**src/rtl/funcmap_pkg.sv**
```systemverilog
// funcmap_pkg: shared state encoding and default sizing for the funcmap replay buffer
package funcmap_pkg;
    typedef enum logic [1:0] {
        IDLE   = 2'd0,
        RECORD = 2'd1,
        REPLAY = 2'd2,
        DONE   = 2'd3
    } funcmap_state_e;
    localparam int FUNCMAP_W     = 8;
    localparam int FUNCMAP_DEPTH = 4;
endpackage

```
**src/rtl/funcmap_replay_buf_if.sv**
```systemverilog
// funcmap_replay_buf_if: record/replay handshake bundle; FUNCMAP_REPLAY_ASSERT_EN adds property outputs
interface funcmap_replay_buf_if #(
    parameter int W     = funcmap_pkg::FUNCMAP_W,
    parameter int DEPTH = funcmap_pkg::FUNCMAP_DEPTH
);
    localparam int AW = $clog2(DEPTH);
    logic          start;
    logic          rec_valid;
    logic [W-1:0]  rec_data;
    logic          rec_ready;
    logic          rec_done;
    logic          rep_req;
    logic [W-1:0]  rep_data;
    logic          rep_valid;
    logic          rep_end;
    logic [AW:0]   count;
    logic [1:0]    state;
    logic          overflow;
    logic          underflow;
`ifdef FUNCMAP_REPLAY_ASSERT_EN
    logic          replay_ok;
    logic [AW:0]   replay_mismatch_cnt;
`endif
    modport master (
        output start, rec_valid, rec_data, rec_done, rep_req, rep_end,
`ifdef FUNCMAP_REPLAY_ASSERT_EN
        input  replay_ok, replay_mismatch_cnt,
`endif
        input  rec_ready, rep_data, rep_valid, count, state, overflow, underflow
    );
    modport slave (
        input  start, rec_valid, rec_data, rec_done, rep_req, rep_end,
`ifdef FUNCMAP_REPLAY_ASSERT_EN
        output replay_ok, replay_mismatch_cnt,
`endif
        output rec_ready, rep_data, rep_valid, count, state, overflow, underflow
    );
endinterface

```
**src/rtl/funcmap_store.sv**
```systemverilog
// funcmap_store: unreset DEPTH x W register array, synchronous write, combinational read
module funcmap_store #(
    parameter int W       = 8,
    parameter int DEPTH   = 4,
    localparam int AW     = $clog2(DEPTH)
) (
    input  logic          clk,
    input  logic          we,
    input  logic [AW-1:0] waddr,
    input  logic [W-1:0]  wdata,
    input  logic [AW-1:0] raddr,
    output logic [W-1:0]  rdata
);
    logic [W-1:0] mem_q [DEPTH];
    // write port; contents deliberately not reset
    always_ff @(posedge clk) begin
        if (we) mem_q[waddr] <= wdata;
    end
    assign rdata = mem_q[raddr];
endmodule

```
**src/rtl/funcmap_replay_buf.sv**
```systemverilog
// funcmap_replay_buf: ordered record/replay buffer for uninterpreted-function results; optional FUNCMAP_REPLAY_ASSERT_EN
module funcmap_replay_buf
    import funcmap_pkg::*;
#(
    parameter int W       = FUNCMAP_W,
    parameter int DEPTH   = FUNCMAP_DEPTH,
    localparam int AW     = $clog2(DEPTH),
    localparam int PW     = AW + 1
) (
    input  logic clk,
    input  logic rst,
    funcmap_replay_buf_if.slave bus
);
    funcmap_state_e state_q, state_d;
    logic [PW-1:0]  wptr_q, wptr_d, rptr_q, rptr_d;
    logic           overflow_q, overflow_d, underflow_q, underflow_d;
    logic           rec_ready, rep_valid, we;
    logic [W-1:0]   rd_data;
`ifdef FUNCMAP_REPLAY_ASSERT_EN
    logic [PW-1:0]  mis_q, mis_d;
`endif
    assign rec_ready = (state_q == RECORD) && (wptr_q != PW'(DEPTH));
    assign rep_valid = (state_q == REPLAY) && (rptr_q != wptr_q);
    assign we        = ~bus.start & bus.rec_valid & rec_ready;
    funcmap_store #(.W(W), .DEPTH(DEPTH)) u_store (
        .clk   (clk),
        .we    (we),
        .waddr (wptr_q[AW-1:0]),
        .wdata (bus.rec_data),
        .raddr (rptr_q[AW-1:0]),
        .rdata (rd_data)
    );
    // next state, pointers and sticky flags; start overrides everything
    always_comb begin
        state_d     = state_q;
        wptr_d      = wptr_q;
        rptr_d      = rptr_q;
        overflow_d  = overflow_q;
        underflow_d = underflow_q;
`ifdef FUNCMAP_REPLAY_ASSERT_EN
        mis_d       = mis_q;
`endif
        if (bus.start) begin
            state_d     = RECORD;
            wptr_d      = '0;
            rptr_d      = '0;
            overflow_d  = 1'b0;
            underflow_d = 1'b0;
`ifdef FUNCMAP_REPLAY_ASSERT_EN
            mis_d       = '0;
`endif
        end else if (state_q == RECORD) begin
            wptr_d     = (bus.rec_valid & rec_ready) ? wptr_q + 1'b1 : wptr_q;
            overflow_d = overflow_q | (bus.rec_valid & ~rec_ready);
            state_d    = bus.rec_done ? REPLAY : RECORD;
        end else if (state_q == REPLAY) begin
            rptr_d      = (bus.rep_req & rep_valid) ? rptr_q + 1'b1 : rptr_q;
            underflow_d = underflow_q | (bus.rep_req & ~rep_valid);
`ifdef FUNCMAP_REPLAY_ASSERT_EN
            mis_d       = (bus.rep_req & ~rep_valid & (mis_q != '1)) ? mis_q + 1'b1 : mis_q;
`endif
            state_d     = bus.rep_end ? DONE : REPLAY;
        end
    end
    // state register with asynchronous reset
    always_ff @(posedge clk or posedge rst) begin
        if (rst) begin
            state_q     <= IDLE;
            wptr_q      <= '0;
            rptr_q      <= '0;
            overflow_q  <= 1'b0;
            underflow_q <= 1'b0;
`ifdef FUNCMAP_REPLAY_ASSERT_EN
            mis_q       <= '0;
`endif
        end else begin
            state_q     <= state_d;
            wptr_q      <= wptr_d;
            rptr_q      <= rptr_d;
            overflow_q  <= overflow_d;
            underflow_q <= underflow_d;
`ifdef FUNCMAP_REPLAY_ASSERT_EN
            mis_q       <= mis_d;
`endif
        end
    end
    assign bus.rec_ready = rec_ready;
    assign bus.rep_valid = rep_valid;
    assign bus.rep_data  = rep_valid ? rd_data : '0;
    assign bus.count     = wptr_q - rptr_q;
    assign bus.state     = state_q;
    assign bus.overflow  = overflow_q;
    assign bus.underflow = underflow_q;
`ifdef FUNCMAP_REPLAY_ASSERT_EN
    assign bus.replay_ok           = (state_q != DONE) | (~overflow_q & ~underflow_q & (rptr_q == wptr_q));
    assign bus.replay_mismatch_cnt = mis_q;
`endif
endmodule

```
**src/flat_wrapper.sv**
```systemverilog
// flat-port wrapper written by rule: the top's interface ports become plain ports
module funcmap_replay_buf_flat import funcmap_pkg::*;
#(
    parameter int W       = FUNCMAP_W,
    parameter int DEPTH   = FUNCMAP_DEPTH,
    localparam int AW     = $clog2(DEPTH),
    localparam int PW     = AW + 1
)
  (clk, rst, bus_start, bus_rec_valid, bus_rec_data, bus_rec_done, bus_rep_req, bus_rep_end, bus_rec_ready, bus_rep_data, bus_rep_valid, bus_count, bus_state, bus_overflow, bus_underflow);
  funcmap_replay_buf_if #(.W(W), .DEPTH(DEPTH)) bus_i ();
  input  logic clk;
  input  logic rst;
  input wire logic [$bits(bus_i.start)-1:0] bus_start;
  input wire logic [$bits(bus_i.rec_valid)-1:0] bus_rec_valid;
  input wire logic [$bits(bus_i.rec_data)-1:0] bus_rec_data;
  input wire logic [$bits(bus_i.rec_done)-1:0] bus_rec_done;
  input wire logic [$bits(bus_i.rep_req)-1:0] bus_rep_req;
  input wire logic [$bits(bus_i.rep_end)-1:0] bus_rep_end;
  output wire logic [$bits(bus_i.rec_ready)-1:0] bus_rec_ready;
  output wire logic [$bits(bus_i.rep_data)-1:0] bus_rep_data;
  output wire logic [$bits(bus_i.rep_valid)-1:0] bus_rep_valid;
  output wire logic [$bits(bus_i.count)-1:0] bus_count;
  output wire logic [$bits(bus_i.state)-1:0] bus_state;
  output wire logic [$bits(bus_i.overflow)-1:0] bus_overflow;
  output wire logic [$bits(bus_i.underflow)-1:0] bus_underflow;
  assign bus_i.start = bus_start;
  assign bus_i.rec_valid = bus_rec_valid;
  assign bus_i.rec_data = bus_rec_data;
  assign bus_i.rec_done = bus_rec_done;
  assign bus_i.rep_req = bus_rep_req;
  assign bus_i.rep_end = bus_rep_end;
  assign bus_rec_ready = bus_i.rec_ready;
  assign bus_rep_data = bus_i.rep_data;
  assign bus_rep_valid = bus_i.rep_valid;
  assign bus_count = bus_i.count;
  assign bus_state = bus_i.state;
  assign bus_overflow = bus_i.overflow;
  assign bus_underflow = bus_i.underflow;
  funcmap_replay_buf #(.W(W), .DEPTH(DEPTH)) u_core (.clk(clk), .rst(rst), .bus(bus_i));
endmodule
```
**config.mk**
```make
export PLATFORM = sky130hd
export DESIGN_NAME = funcmap_replay_buf_flat
export DESIGN_NICKNAME = d
export VERILOG_FILES = /design/src/rtl/funcmap_pkg.sv /design/src/rtl/funcmap_replay_buf_if.sv /design/src/rtl/funcmap_store.sv /design/src/rtl/funcmap_replay_buf.sv /design/src/flat_wrapper.sv
export SDC_FILE = /design/constraint.sdc
export NUM_CORES = 1
export LEC_CHECK = 0
export CAP_MARGIN = 0
export CORE_ASPECT_RATIO = 1.4
export CORE_MARGIN = 4
export CORE_UTILIZATION = 31
export CTS_CLUSTER_DIAMETER = 200
export DETAILED_ROUTE_END_ITERATION = 8
export SETUP_SLACK_MARGIN = 0.4
export SKIP_LAST_GASP = 1
export SLEW_MARGIN = 30
export SYNTH_ARGS = -nofsm -noshare
export SYNTH_HDL_FRONTEND = slang
export SYNTH_SLANG_ARGS = --single-unit
```
**constraint.sdc**
```tcl
create_clock -name clk -period 7.03 [get_ports clk]
set_clock_uncertainty 0.2 [all_clocks]
set_input_delay 1.406 -clock clk [delete_from_list [all_inputs] [get_ports clk]]
set_output_delay 1.406 -clock clk [all_outputs]
set_load 0.02 [all_outputs]
```
==> Yosys cells after proc, flatten, opt, wreduce, memory -nomap -nowiden <==
Memory sizes are Yosys's and may differ from the RTL's.
Index checks and enable logic that the tools add are counted.
{ "totals": {"ff_bits": 10, "ram_bits": 32, "inputBits": 15, "output_inout_bits": 17, "elab_cells": 55, "mem_count": 1} }
{ "classes": {"n_addsub": 3, "eq_ne": 5, "mux": 20, "n_bitwise": 11, "n_reduce_logical": 10} }
{ "mem_list": {"columns": ["name", "words", "word_bits", "rd", "rd_ports_with_merged_regs", "wr", "line", "text"], "rows": [
  ["u_core.u_store.mem_q", 4, 8, 1, 0, 1, "funcmap_store.sv:14", "logic [W-1:0] mem_q [DEPTH];"]
]} }
{ "ops": {"columns": ["operator", "n"], "rows": [
  ["3-bit two-way mux", 7],
  ["1-bit two-way mux", 8],
  ["2-bit two-way mux", 4],
  ["8-bit two-way mux", 1],
  ["2-bit nonzero test", 4],
  ["3-bit by 1-bit adder with 3-bit output, second input constant", 2],
  ["1-bit bitwise AND", 6],
  ["2-bit AND reduction", 2],
  ["3-bit inequality test", 1],
  ["3-bit inequality test, second input constant", 1],
  ["1-bit NOT", 3],
  ["3-bit AND reduction", 1],
  ["3-bit nonzero test", 1],
  ["3-bit subtractor", 1],
  ["2-bit by 1-bit equality test with 1-bit output, second input constant", 1],
  ["2-bit equality test, second input constant", 1],
  ["1-bit logical AND", 2],
  ["2-bit inequality test, second input constant", 1],
  ["1-bit bitwise OR", 2]
]} }

==> Longest topological paths before layout <==
Gate-level depths: netlist of the first run.
{ "logic_depth": {"word_depth": 8, "ltp_mapped": 5, "mapped_depth_nobuf": 5} }

==> By module <==
From an unflattened synthesis of the first run, not the netlist that was laid out.
{ "unflattened": {"hier_cells": 119, "area_unflattened_um2": 1891.8} }
{ "by_module_without_submodules": {"columns": ["mod", "n_inst", "cells_per_inst", "area_each_um2", "seq_area_each_um2"], "rows": [
  ["funcmap_store", 1, 46, 1188.6, 960.9],
  ["funcmap_replay_buf", 1, 73, 703.2, 250.2]
]} }

==> Worst setup path after synthesis of the first run <==
No wires, ideal clock.
{ "synth_timing": {"kind": "register to output", "from": "reg u_core.rptr_q[1]", "to": "out bus_rep_data[0]", "arrival_ns": 1.665, "t_required_ns": 5.424, "path_slack_ns": 3.759, "stages_incl_launch_ff": 6, "path_buffers": 1, "path_cell_list": "dfrtp_1 > clkbuf_8 > inv_1 > ha_1 > a311o_2 > nor2b_1"} }
{ "synth_between": {"elab_chain_len": 3, "word_cells_on_any_way": 4, "cone_classes": "eq/ne: 1; mux: 1; reduce/logical: 1; memory: 1"} }
{ "synth_lines": {"columns": ["element", "line", "text"], "rows": [
  ["start: declaration", "funcmap_replay_buf.sv:15", "logic [PW-1:0] wptr_q, wptr_d, rptr_q, rptr_d;"],
  ["start signal: assignment", "funcmap_replay_buf.sv:79", "rptr_q <= rptr_d;"],
  ["parallel branches: the longest is 2 deep, another holds memory 4 x 8 bit", null, null],
  ["8-bit two-way mux *", "funcmap_replay_buf.sv:89", "assign bus.rep_data = rep_valid ? rd_data : '0;"],
  ["end: declaration", "flat_wrapper.sv:20", "output wire logic [$bits(bus_i.rep_data)-1:0] bus_rep_data;"]
]} }
Every way passes the cells marked *.

==> Final worst setup path of the first run <==
Ends and elaborated chain as after synthesis.

==> flow_metrics.tcl, run 1 <==
set metrics [dict create \
    status "completed" \
    power_density_nw_per_um2 210 \
    p_switching_mw 0.107 \
    grt_use_total_pct 10.3 \
    setup.worst_path.start "u_core.rptr_q[1]$_DFFE_PP0P_" \
    synthesis.instances 123 \
    cts_num_sinks 42 \
    netSwitchingFraction_pct 21.1 \
    cts_max_level 2 \
    ys_seq_elements 42 \
    power_frac_clock_pct 37.1 \
    crit_type "reg -> out" \
    clkLatencyLatePin_ps 280 \
    postCtsHoldBufs 0 \
    vias_per_cell 4.80 \
    drc_errors 0 \
    ant_nets 0 \
    critPathLaunchType "register" \
    rd_place_congestion 0.700 \
    timing_hold_violations_final 0 \
    static-leakage-power_nw 0.863 \
    pin_count_of_the_biggest_net_entering_global_routing 16 \
    achievable-frequency_mhz 236 \
    worstHoldPathType "reg -> reg" \
    max_slew_headroom_pct 60.3 \
    critPathCaptureType "output port" \
    floorplan.initialDensity_pct 32.4 \
    drt_iter0_drc 58 \
    placed_cells 222 \
    layout-area-overhead-vs-synth_pct 25.3 \
    via_count_of_the_first_global_routing_pass 1230 \
    place.detailed.hpwl_um 2610 \
    clock_tree_from_tritoncts "yes" \
    regToRegSetupSlack_ps 4760 \
    critPathCapture "bus_rep_data[0]" \
    yosysTopAreaCellShare_pct 49.9 \
    intPower_mw 0.400 \
    fin_worst_hold_slack_ps 322 \
    netlist_top_cells_area "sky130_fd_sc_hd__edfxtp_1, sky130_fd_sc_hd__dfrtp_1, sky130_fd_sc_hd__mux4_1, sky130_fd_sc_hd__ha_1, sky130_fd_sc_hd__nor2b_1" \
    wl_per_cell_um 15.5 \
    diodes_inserted 0 \
    worst_slew_pin_slew_ps 595 \
    synth-seq-area-share_pct 62.9 \
    mappedNetlistArea_um2 1920 \
    final_min_period_over_clock_period_pct 60.3 \
    reg2reg_to "u_core.u_store.mem_q[0][7]$_DFFE_PP_" \
    worstPathArrival_ps 2640 \
    core_um2 5950 \
    clockBufferDepth 2 \
    final_common_cell "sky130_fd_sc_hd__edfxtp_1" \
    floorplan.die.height_um 101 \
    grt_first_pass_wirelength_um 5890 \
    routed_wl_um 3580 \
    final_layout_size_suffix_gt1_share_pct 8.75 \
    cts_resized 0 \
    rr_startpoint "u_core.wptr_q[1]$_DFFE_PP0P_" \
    post_synth.cell_area_avg_um2 15.6 \
    minimum_clock_period_ps 4240 \
    syn-num-nets 146 \
    yosys_warnings 0 \
    grt_antenna_before_repair 0 \
    clockRootBuffer "sky130_fd_sc_hd__clkbuf_8" \
    num-nets-final 182 \
    layout.cells.most_common_list "sky130_fd_sc_hd__edfxtp_1, sky130_fd_sc_hd__clkdlybuf4s50_1, sky130_fd_sc_hd__inv_1, sky130_fd_sc_hd__dfrtp_1, sky130_fd_sc_hd__nor2b_1" \
    report.final.slew_viol_count 0 \
    final_core_util_pct 40.6 \
    boundaryPins 32 \
    grt_setup_unrepaired "no" \
    fin_tns_setup_ps 0 \
    vdd_drop_max_v 0.0000718 \
    drt_pre_antenna_iters 4 \
    power.share.sequential_pct 54.6 \
    globalRoute.totalOverflow 0 \
    layout.area.seq_um2 1210 \
    multi_input_area_um2 647 \
    combinational_share_of_power_pct 8.3 \
    clk_transition_reported_paths_ps 80 \
    tritoncts.num_buffers 5 \
    synth_top_area_cell "sky130_fd_sc_hd__edfxtp_1" \
    die-area_um2 7550 \
    peak_fanout_along_the_critical_path 12 \
    worst_r2r_path_depth 5 \
    std_cell_rows 33 \
    setup_bufs_post_cts 0 \
    die_width_um 74.6 \
    numPortBuffers 31 \
    finalSetupViolations 0 \
    final.fill_count 562 \
    stdcell_count 230 \
    critical_path_required_ps 5420 \
    maxCapViolCount 0 \
    yosys_cell_types 35 \
    vias 1105 \
]
## layout make-up
type	instances	area share [%]
Clock inverter	2	1.56
Inverter	10	1.56
Tap cell	70	3.63
Sequential cell	42	50.2
Multi-Input combinational cell	68	26.8
Timing Repair Buffer	32	13.2
Clock buffer	6	3.01
## cell usage after synthesis, drive strengths merged
library cell and count:
edfxtp 32, dfrtp 10, inv 10, nor2b 10, mux4 8, a21oi 7
ha 7, nor2 5, and2 4, and3b 2, clkbuf 2, mux2 2
nand2b 2, nand3 2, nand3b 2, o21ai 2, xnor2 2, a311o 1
a311oi 1, a31oi 1, a41oi 1, and3 1, buf 1, fa 1
mux2i 1, nand2 1, nor3 1, nor4 1, o31ai 1, or2 1
or3 1
## how the worst min path moves through the flow
stage	cells past startpoint	end	from
2_1_floorplan	2	u_core.wptr_q[0]$_DFFE_PP0P_	u_core.wptr_q[0]$_DFFE_PP0P_
3_3_place_gp	2	u_core.bus.overflow$_DFFE_PP0P_	u_core.bus.overflow$_DFFE_PP0P_
3_5_place_dp	2	u_core.bus.overflow$_DFFE_PP0P_	u_core.bus.overflow$_DFFE_PP0P_
4_1_cts	2	u_core.bus.overflow$_DFFE_PP0P_	u_core.bus.overflow$_DFFE_PP0P_
5_1_grt	2	u_core.bus.overflow$_DFFE_PP0P_	u_core.bus.overflow$_DFFE_PP0P_
6_report	2	u_core.bus.overflow$_DFFE_PP0P_	u_core.bus.overflow$_DFFE_PP0P_
## worst max-delay path, stage by stage (launching register included)
cell and delay, ps:
sky130_fd_sc_hd__dfrtp_1 670, sky130_fd_sc_hd__inv_1 90, sky130_fd_sc_hd__ha_1 340, sky130_fd_sc_hd__a311o_2 490, sky130_fd_sc_hd__nor2b_1 150, sky130_fd_sc_hd__clkdlybuf4s50_1 620
## per-layer routing
| layer | GRT usage [%] | routed length [um] |
|---|---|---|
| met1 | 13.1 | 1580 |
| met5 | 0 | 0 |
| met3 | 2.58 | 223 |
| met4 | 3.29 | 25 |
| met2 | 17.0 | 1750 |
## power by group through the flow
stage               clock network (mW)  registers [mW]  logic, mW
floorplan                            0           0.282     0.0201
global placement                     0           0.282     0.0410
detailed placement                   0           0.282     0.0425
CTS                              0.193           0.277     0.0428
global route                     0.202           0.277     0.0466
finish                           0.188           0.276     0.0420
## stage by stage
| step | instance area (um2) | worst slack, ps | power (mW) |
|---|---|---|---|
| after floorplan | 1920 | 3760 | 0.302 |
| after global placement | 2300 | 3150 | 0.323 |
| after detailed placement | 2300 | 3050 | 0.325 |
| after CTS | 2410 | 2730 | 0.513 |
| after global routing | 2410 | 2600 | 0.526 |
| final | 2410 | 2790 | 0.506 |
## cell families after synthesis
| group | after synthesis | share of synthesized area [%] |
|---|---|---|
| buffers and inverters | 13 | 3.45 |
| and+or+nand+nor | 33 | 10.3 |
| muxes | 11 | 12.2 |
| adders and majority gates | 8 | 5.59 |
| DFF | 42 | 62.9 |
| AOI/OAI and AO/OA | 14 | 4.55 |
| xor gates and xnor gates | 2 | 0.910 |
## registers in the layout (all words and copies together), names as in the netlist
register and count:
u_core.bus.state 2, u_core.wptr_q 3, u_core.bus.underflow 1, u_core.u_store.mem_q 32, u_core.bus.overflow 1, u_core.rptr_q 3
Note: power is estimated with default switching activity, not from simulation.
==> inputs of run 2 (changes only) <==
==> constraint.sdc (replaced) <==
create_clock -name clk -period 3.57 [get_ports clk]
set_clock_uncertainty 0.2 [all_clocks]
set_input_delay 0.714 -clock clk [delete_from_list [all_inputs] [get_ports clk]]
set_output_delay 0.714 -clock clk [all_outputs]
set_load 0.02 [all_outputs]
==> run 2 against run 1 <==
  * Setup slack worse by 2300 ps
  * Sequential share of layout area down 0.74 points
  * Sequential cell count stayed put
  * First-iteration DRC count is the same
  * Hold slack worse by 6.0 ps
  * Design area rose by 1.5%
  * Combinational power rose by 100%
  * Critical endpoint is now bus_rep_data[6]
  * Highest routed layer unchanged
==> flow_metrics.tcl, run 2 (synthesis gave the netlist of run 1 again) <==
set metrics [dict create \
    status "completed" \
    tritoncts.num_buffers 5 \
    worst_r2r_path_depth 5 \
    pin_count_of_the_biggest_net_entering_global_routing 16 \
    boundaryPins 32 \
    critical_path_required_ps 2660 \
    reg2reg_to "u_core.u_store.mem_q[0][0]$_DFFE_PP_" \
    power_density_nw_per_um2 409 \
    fin_worst_hold_slack_ps 316 \
    netSwitchingFraction_pct 21.2 \
    layout.cells.most_common_list "sky130_fd_sc_hd__edfxtp_1, sky130_fd_sc_hd__clkdlybuf4s50_1, sky130_fd_sc_hd__inv_1, sky130_fd_sc_hd__dfrtp_1, sky130_fd_sc_hd__nor2b_1" \
    core_um2 5950 \
    clockRootBuffer "sky130_fd_sc_hd__clkbuf_8" \
    clk_transition_reported_paths_ps 70 \
    groute.layer.met2.usage_pct 17.9 \
    combinational_share_of_power_pct 8.5 \
    p_switching_mw 0.213 \
    report.final.slew_viol_count 0 \
    place.detailed.hpwl_um 2620 \
    vias 1144 \
    cts_max_level 2 \
    clkLatencyLatePin_ps 290 \
    achievable-frequency_mhz 324 \
    grt_antenna_before_repair 0 \
    clock_tree_from_tritoncts "yes" \
    crit_type "reg -> out" \
    via_count_of_the_first_global_routing_pass 1242 \
    worstPathArrival_ps 2170 \
    critPathCaptureType "output port" \
    critPathLaunchType "register" \
    largest_register_ff_count 32 \
    maxCapViolCount 0 \
    cts_num_sinks 42 \
    fin_tns_setup_ps 0 \
    hold_path_startpoint "u_core.bus.overflow$_DFFE_PP0P_" \
    globalRoute.totalOverflow 0 \
    drt_iter0_drc 58 \
    ant_nets 0 \
    power_frac_clock_pct 37.1 \
    final_core_util_pct 41.2 \
    clockBufferDepth 2 \
    worstHoldPathType "reg -> reg" \
    floorplan.initialDensity_pct 32.4 \
    rd_place_congestion 0.797 \
    regToRegSetupSlack_ps 1290 \
    std_cell_rows 33 \
    rr_startpoint "u_core.wptr_q[1]$_DFFE_PP0P_" \
    drt_pre_antenna_iters 4 \
    final_layout_size_suffix_gt1_share_pct 14.4 \
    setup.worst_path.start "u_core.wptr_q[0]$_DFFE_PP0P_" \
    max_slew_headroom_pct 69.1 \
    vias_per_cell 4.83 \
    timing.hold.worst_path_depth 2 \
    layout-area-overhead-vs-synth_pct 27.2 \
    globalRouteMet1Util_pct 13.5 \
    final_min_period_over_clock_period_pct 86.3 \
    layout_top_registers "u_core.u_store.mem_q: 32 flops, u_core.rptr_q: 3 flops, u_core.wptr_q: 3 flops" \
    floorplan.die.height_um 101 \
    numPortBuffers 31 \
    grt_setup_unrepaired "yes" \
    timing_hold_violations_final 0 \
    static-leakage-power_nw 0.961 \
    diodes_inserted 0 \
    wl_per_cell_um 15.5 \
    worst_slew_pin_slew_ps 464 \
    grt_first_pass_wirelength_um 6130 \
    min_to "u_core.bus.overflow$_DFFE_PP0P_" \
    vdd_drop_max_v 0.000284 \
    routed_wl_um 3670 \
    num-nets-final 189 \
    top_register "u_core.u_store.mem_q" \
    use_met3_pct 3.08 \
    grt_use_total_pct 10.8 \
    peak_fanout_along_the_critical_path 7 \
    p_total_mw 1.00 \
    final_common_cell "sky130_fd_sc_hd__edfxtp_1" \
    intPower_mw 0.788 \
    die-area_um2 7550 \
    die_width_um 74.6 \
    drc_errors 0 \
    finalSetupViolations 0 \
    minimum_clock_period_ps 3080 \
    power.share.sequential_pct 54.4 \
    gr-max-usage-layer "met2" \
]
## run 2: cell types whose count changed in the layout (fill, tap and decap cells not counted), sizes merged
cell	delta
buf	+7
clkbuf	+3
clkdlybuf4s50	-10
dlygate4sd2	+5
dlymetal6s2s	+2
## run 2: area by class of cell
class                           instances  area [um2]
Timing Repair Buffer                   39         354
Sequential cell                        42        1210
Tap cell                               70        87.6
Multi-Input combinational cell         68         647
Clock buffer                            6        72.6
Inverter                               10        37.5
Fill cell                             556        3500
Clock inverter                          2        37.5
## run 2: power by group through the flow
stage / clock network [mW] / registers, mW / logic (mW)
2_1_floorplan: 0 / 0.556 / 0.0395
3_3_place_gp: 0 / 0.554 / 0.0827
3_5_place_dp: 0 / 0.555 / 0.0861
4_1_cts: 0.380 / 0.544 / 0.0866
5_1_grt: 0.402 / 0.546 / 0.0948
6_report: 0.371 / 0.544 / 0.0853
## run 2: per-stage QoR
stage,cell area (um2),setup WS (ps),instances
6_report,2450,488,237
5_1_grt,2450,341,237
3_5_place_dp,2320,595,225
4_1_cts,2440,313,235
2_1_floorplan,1920,991,123
3_3_place_gp,2320,665,225
## run 2: critical path, cell delays in order, from the launching register on
cell and delay [ps]:
sky130_fd_sc_hd__dfrtp_1 390, sky130_fd_sc_hd__inv_1 110, sky130_fd_sc_hd__ha_1 370, sky130_fd_sc_hd__a311o_2 420, sky130_fd_sc_hd__buf_4 170, sky130_fd_sc_hd__nor2b_1 90
sky130_fd_sc_hd__dlygate4sd2_1 330
## run 2: timing repair
action                     CTS  global route
resized for setup            8             8
hold buffers                 0             0
pin swaps                    0             0
cloned                       0             0
hold endpoints to repair     0             0
setup endpoints to repair    9             6
buffers inserted             2             2
## run 2: how the worst max path moves through the flow
stage | to | cells after the start | slack (ps)
floorplan | bus_rep_data[0] | 5 | 990
global placement | bus_rep_data[7] | 5 | 660
detailed placement | bus_rep_data[0] | 5 | 600
CTS | bus_rep_data[7] | 5 | 310
global route | bus_rep_data[6] | 6 | 340
finish | bus_rep_data[6] | 6 | 490
## run 2: per-layer routing
layer | wire length (um) | share of wire (%) | vias to the layer above
met5 | 0 | 0 | -
met1 | 1600 | 44 | 552
li1 | - | - | 546
met2 | 1790 | 49 | 39
met3 | 224 | 6.1 | 7
met4 | 50 | 1.4 | 0
